$ cat src/rtl/sma_interp_x4_pkg.sv
// Shared types and widths for the linear-interpolating x4 upsampler.
// Latency: n/a (types only).
// Backpressure: n/a.
//
// Contents:
//   DATA_W_DEF / RATIO_LOG2_DEF : default sample width and log2 interpolation ratio
//   state_e                     : WAIT (idle, waiting for an input) / EMIT (producing a window)
//   DIFF_W / PROD_W             : derived widths for the default parameters
//   diff_w() / prod_w()         : the same derivations for arbitrary parameters
package sma_pkg;

  localparam int DATA_W_DEF     = 16;
  localparam int RATIO_LOG2_DEF = 2;

  // cur - prev needs one extra bit; multiplying by k (< RATIO) adds RATIO_LOG2 more.
  localparam int DIFF_W = DATA_W_DEF + 1;
  localparam int PROD_W = DATA_W_DEF + 1 + RATIO_LOG2_DEF;

  typedef enum logic {
    WAIT = 1'b0,
    EMIT = 1'b1
  } state_e;

  function automatic int diff_w(input int data_w);
    return data_w + 1;
  endfunction

  function automatic int prod_w(input int data_w, input int ratio_log2);
    return data_w + 1 + ratio_log2;
  endfunction

endpackage

$ cat src/rtl/sma_interp_x4_if.sv
// Input/output sample streams of the interpolator, bundled as one interface.
// Latency: n/a (wiring only).
// Backpressure: x_valid/x_ready on the input side, y_valid/y_ready on the output side.
//
// Signals:
//   x, x_valid  -> into the block    x_ready -> back to the producer
//   y, y_valid  -> out of the block  y_ready -> back from the consumer
// Modports:
//   slave  : the interpolator's view
//   master : the surrounding environment's view (drives x/x_valid/y_ready)
interface sma_interp_x4_if #(
  parameter int DATA_W = 16
);
  logic signed [DATA_W-1:0] x;
  logic                     x_valid;
  logic                     x_ready;
  logic signed [DATA_W-1:0] y;
  logic                     y_valid;
  logic                     y_ready;

  modport slave (
    input  x, x_valid, y_ready,
    output x_ready, y, y_valid
  );

  modport master (
    output x, x_valid, y_ready,
    input  x_ready, y, y_valid
  );
endinterface

$ cat src/rtl/sma_interp_x4_lerp.sv
// Linear interpolation point between two samples: y = prev + floor((cur - prev) * k / RATIO).
// Latency: purely combinational.
// Backpressure: none (no handshake).
//
// Ports:
//   prev, cur : window end points, signed DATA_W
//   k         : phase within the window, unsigned RATIO_LOG2
//   y         : interpolated sample, signed DATA_W
module interp_lerp
  import sma_pkg::*;
#(
  parameter int DATA_W     = DATA_W_DEF,
  parameter int RATIO_LOG2 = RATIO_LOG2_DEF
) (
  input  logic signed [DATA_W-1:0]     prev,
  input  logic signed [DATA_W-1:0]     cur,
  input  logic        [RATIO_LOG2-1:0] k,
  output logic signed [DATA_W-1:0]     y
);

  localparam int DW = diff_w(DATA_W);
  localparam int PW = prod_w(DATA_W, RATIO_LOG2);

  logic signed [DW-1:0] d;
  logic signed [PW-1:0] d_ext;
  logic signed [PW-1:0] k_ext;
  logic signed [PW-1:0] p;
  logic signed [PW-1:0] q;

  always_comb begin
    // Explicit sign extension keeps the full difference range (e.g. 32767 - -32768).
    d     = {cur[DATA_W-1], cur} - {prev[DATA_W-1], prev};
    d_ext = {{(PW-DW){d[DW-1]}}, d};
    k_ext = {{(PW-RATIO_LOG2){1'b0}}, k};
    p     = d_ext * k_ext;
    // Arithmetic shift floors toward -inf, so negative ramps round down, not toward zero.
    q     = p >>> RATIO_LOG2;
    // The true result lies between prev and cur, so dropping the upper bits is exact.
    y     = prev + q[DATA_W-1:0];
  end

endmodule

$ cat src/rtl/sma_interp_x4.sv
// Linear-interpolating upsampler: RATIO outputs per input, ramping from the previous input to the current one.
// Latency: an accepted sample appears as the k=0 output of the window after its own, RATIO output transfers later.
// Backpressure: y_ready stalls the window in place; x_ready is only raised while idle or on the last phase with y_ready.
//
// Ports:
//   clk  : clock, all state updates on posedge
//   rst  : asynchronous, active-low reset
//   bus  : sma_interp_x4_if.slave (x/x_valid/x_ready in, y/y_valid/y_ready out)
module sma_interp_x4
  import sma_pkg::*;
#(
  parameter int DATA_W     = DATA_W_DEF,
  parameter int RATIO_LOG2 = RATIO_LOG2_DEF
) (
  input  logic           clk,
  input  logic           rst,
  sma_interp_x4_if.slave bus
);

  localparam logic [RATIO_LOG2-1:0] K_LAST = '1;

  state_e                   state_q, state_d;
  logic signed [DATA_W-1:0] prev_q, prev_d;
  logic signed [DATA_W-1:0] cur_q, cur_d;
  logic [RATIO_LOG2-1:0]    k_q, k_d;

  logic                     x_xfer;
  logic signed [DATA_W-1:0] y_lerp;

  // State register: reset drops any partial window immediately.
  always_ff @(posedge clk or negedge rst) begin
    if (!rst) begin
      state_q <= WAIT;
      prev_q  <= '0;
      cur_q   <= '0;
      k_q     <= '0;
    end else begin
      state_q <= state_d;
      prev_q  <= prev_d;
      cur_q   <= cur_d;
      k_q     <= k_d;
    end
  end

  assign x_xfer = bus.x_valid && bus.x_ready;

  // Next-state logic.
  always_comb begin
    state_d = state_q;
    prev_d  = prev_q;
    cur_d   = cur_q;
    k_d     = k_q;
    unique case (state_q)
      WAIT: begin
        if (x_xfer) begin
          prev_d  = cur_q;
          cur_d   = bus.x;
          k_d     = '0;
          state_d = EMIT;
        end
      end
      EMIT: begin
        if (bus.y_ready) begin
          if (k_q != K_LAST) begin
            k_d = k_q + 1'b1;
          end else if (x_xfer) begin
            // Back-to-back: next window starts without a bubble.
            prev_d = cur_q;
            cur_d  = bus.x;
            k_d    = '0;
          end else begin
            // Starved: keep prev/cur so the next window starts from the old cur.
            state_d = WAIT;
          end
        end
      end
      default: state_d = WAIT;
    endcase
  end

  interp_lerp #(
    .DATA_W    (DATA_W),
    .RATIO_LOG2(RATIO_LOG2)
  ) u_lerp (
    .prev(prev_q),
    .cur (cur_q),
    .k   (k_q),
    .y   (y_lerp)
  );

  // Output logic. x_ready looks at y_ready so the next sample can land on the
  // same edge as the last output of the current window.
  always_comb begin
    bus.y       = y_lerp;
    bus.y_valid = (state_q == EMIT);
    bus.x_ready = (state_q == WAIT) ||
                  ((state_q == EMIT) && (k_q == K_LAST) && bus.y_ready);
  end

endmodule

$ cat src/flat_wrapper.sv
// flat-port wrapper written by rule: the top's interface ports become plain ports
module sma_interp_x4_flat import sma_pkg::*;
#(
  parameter int DATA_W     = DATA_W_DEF,
  parameter int RATIO_LOG2 = RATIO_LOG2_DEF
)
  (clk, rst, bus_x, bus_x_valid, bus_y_ready, bus_x_ready, bus_y, bus_y_valid);
  sma_interp_x4_if #(.DATA_W(DATA_W)) bus_i ();
  input  logic clk;
  input  logic rst;
  input wire logic [$bits(bus_i.x)-1:0] bus_x;
  input wire logic [$bits(bus_i.x_valid)-1:0] bus_x_valid;
  input wire logic [$bits(bus_i.y_ready)-1:0] bus_y_ready;
  output wire logic [$bits(bus_i.x_ready)-1:0] bus_x_ready;
  output wire logic [$bits(bus_i.y)-1:0] bus_y;
  output wire logic [$bits(bus_i.y_valid)-1:0] bus_y_valid;
  assign bus_i.x = bus_x;
  assign bus_i.x_valid = bus_x_valid;
  assign bus_i.y_ready = bus_y_ready;
  assign bus_x_ready = bus_i.x_ready;
  assign bus_y = bus_i.y;
  assign bus_y_valid = bus_i.y_valid;
  sma_interp_x4 #(.DATA_W(DATA_W), .RATIO_LOG2(RATIO_LOG2)) u_core (.clk(clk), .rst(rst), .bus(bus_i));
endmodule
$ cat config.mk
export PLATFORM = sky130hd
export DESIGN_NAME = sma_interp_x4_flat
export DESIGN_NICKNAME = d
export VERILOG_FILES = /design/src/rtl/sma_interp_x4_pkg.sv /design/src/rtl/sma_interp_x4_if.sv /design/src/rtl/sma_interp_x4_lerp.sv /design/src/rtl/sma_interp_x4.sv /design/src/flat_wrapper.sv
export SDC_FILE = /design/constraint.sdc
export NUM_CORES = 1
export LEC_CHECK = 0
export ABC_AREA = 1
export ABC_CLOCK_PERIOD_IN_PS = 4550
export BUFFER_PORTS_ARGS = -buffer_cell sky130_fd_sc_hd__buf_2
export CORE_MARGIN = 1.5
export CORE_UTILIZATION = 40
export DETAILED_ROUTE_END_ITERATION = 10
export PLACE_DENSITY = 0.56
export SLEW_MARGIN = 25
export SYNTH_ARGS = -nofsm -noshare
export SYNTH_HDL_FRONTEND = slang
export SYNTH_SLANG_ARGS = --single-unit
$ cat constraint.sdc
create_clock -name clk -period 4.55 [get_ports clk]
set_input_delay 0 -clock clk [delete_from_list [all_inputs] [get_ports clk]]
set_output_delay 0 -clock clk [all_outputs]
set_load 0.005 [all_outputs]
==> impl_metrics.toml <==
[timing]
maxSlewHeadroom_pct = 37.5
worst_clock_skew_ps = 6.86
setup_slack_ps = 31.0
rsz0062_at_grt = "yes"
fmax_ghz = 0.221
setup_viol = 0
period_needed_ps = 4520
finalMaxSlewViolations = 0
final.period_utilization_pct = 99.3
worstMarginPinSlew_ps = 935
hold_violations = 0

[grt]
track_usage_pct = 18.3
grt.overflow.total = 0
antenna_found_initial = 0
grt_pass1_wl_um = 15200
grt_max_degree = 51
grt_pass1_vias = 3424

[yosys]
ys.flop_type = "dfrtp_1"
synthesis.nets = 631
yosys_warnings = 0
synth.avg_cell_area_um2 = 7.16
synth_top_area_share_pct = 22.5
synth_top_area_cell = "dfrtp_1"
ys_types = 36
syn_area_um2 = 3900
syn_inst = 544
async_reset_ff_share_pct = 100
synth-edff-count = 0
ys_seq_elements = 35
synth.area.top_cells = "dfrtp_1, ha_1, nand2_1, inv_1, xor2_1"
synth_seq_area_share_pct = 22.5

[place]
dpl.cell_count = 708
dp.final_hpwl_um = 7090
dp_slack_ps = -92.4
placed_area_um2 = 4260
io_buffer_count = 37
gp_congestion = 0.808

[die]
ios = 38
num_rows = 35
dieHeight_um = 102
initial_core_util_pct = 41.8
coreArea_um2 = 9330
die_x_um = 102
die_area_um2 = 10300

[cells_and_area]
multi_input_area_um2 = 3200
drive_above_1_share_pct = 27.5
mostFrequentLayoutCells = "nand2_1, inv_1, nor2_1"
nets = 712
stdcell_area_um2 = 5170
final_cells = 755
n_antenna_cell = 0
final_util_pct = 55.4
fillers = 922
seq_area_um2 = 877
area_delta_synth_final_pct = 32.7
final_common_cell = "nand2_1"

[critical_path]
crit_arrival_ps = 4520
cp-start-kind = "flop"
cp-end-kind = "output port"
slowest_stage = "dfrtp_1"
path_class = "reg -> out"
critPathMaxStageDelay_ps = 430
cpMostUsedCell = "nand2_1"
cp_data_required_time_ps = 4550
path_max_fanout = 4

[clock_tree]
cts_htree_levels = 2
cts.sinks = 35
cts_max_path_buffers = 2
clk_latency_ps = 290
clk_pin_slew_ps = 80
cts_tree = "built"
numCtsBuffers = 5
cts_root_buf = "clkbuf_8"

[routing]
routedWlPerCell_um = 12.5
routed_wl_um = 9470
dr.pass1.iters = 4
drt_iter0_drc = 102
vias_per_cell = 4.85
drc = 0
ant_nets = 0
vias = 3658

[run]
maxCapViolations = 0

[outcome]
status = "finished clean"

[min_path]
min_path_type = "in -> reg"
==> critical path, delay by kind of cell, from the launching register on <==
kind / cells / cell delay, ps
AOI/OAI and AO/OA: 10 / 1460
adders and majority gates: 4 / 1210
and+or+nand+nor: 7 / 520
DFF: 1 / 430
buffers and inverters: 3 / 300
xor gates and xnor gates: 2 / 300
==> layout make-up <==
| cell class | instances | share of cell area, % |
|---|---|---|
| Tap cell | 129 | 3.12 |
| Clock inverter | 3 | 0.847 |
| Clock buffer | 5 | 1.33 |
| Multi-Input combinational cell | 436 | 61.9 |
| Sequential cell | 35 | 17.0 |
| Inverter | 65 | 4.72 |
| Timing Repair Buffer | 82 | 11.1 |
==> what timing repair did <==
item | in CTS | in global routing
setup buffers | 10 | 12
hold buffers | 18 | 0
pin swaps | 14 | 25
hold endpoints to repair | 52 | 0
setup endpoints to repair | 6 | 9
gates resized for setup | 30 | 66
==> cell usage after synthesis, types with 2 or more instances <==
master / n
a21oi_1: 40
ha_1: 64
a21boi_0: 2
nand3_1: 25
a211oi_1: 2
buf_2: 2
nand2_2: 8
dfrtp_1: 35
xnor2_1: 16
a21o_1: 7
xor2_1: 25
clkbuf_1: 6
o21ai_2: 2
nand2_1: 141
nor2_1: 49
o21ai_0: 26
a31oi_1: 4
inv_1: 61
fa_1: 3
inv_2: 2
clkinv_1: 2
o21ai_1: 5
nand3_2: 3
a21oi_2: 2
==> metal layers <==
metal,routed length (um),part of all wire [%],up-vias,GRT usage (%)
met5,0,0,-,0
met4,126,1.3,0,4.91
met3,229,2.4,10,1.93
met2,4350,46,53,30.2
met1,4760,50,1665,25.5
li1,-,-,1930,-
==> through the flow <==
stage	hold WS [ps]	setup TNS, ps
final	27.3	0
after global routing	34.3	-892
after CTS	23.0	-19.6
after detailed placement	136	-111
after global placement	128	-55.2
after floorplan	-296	0
==> sequential cells by signal, summed over array words and instances (netlist names) <==
name / count
u_core.cur_q: 16
u_core.k_q: 2
u_core.prev_q: 16
u_core.bus.y_valid: 1
==> cell families (layout without fill, tap and decap cells) <==
family          count (synthesis)  in the layout  share of synthesized area, %
compound gates                 95             95                          14.2
xor+xnor                       41             41                          9.22
fa+ha+maj                      67             67                          22.1
buf+inv                        73            155                          7.10
flops                          35             35                          22.5
simple gates                  233            233                          24.9
==> worst paths after layout <==
check | slack [ps] | endpoint | depth (start not counted) | from
max | 30 | bus_y[15] | 26 | u_core.cur_q[2]
min | 30 | u_core.k_q[0] | 3 | bus_y_ready
max reg2reg | 2220 | u_core.prev_q[0] | 6 | u_core.k_q[0]
min reg2reg | 510 | u_core.cur_q[12] | 2 | u_core.cur_q[12]
max in group asynchronous | 3690 | u_core.prev_q[1] | 2 | rst
min in group asynchronous | 320 | u_core.bus.y_valid | 2 | rst
Power is not shown: default switching activity piles up to over one toggle a cycle in this logic, so the estimate is an artifact.
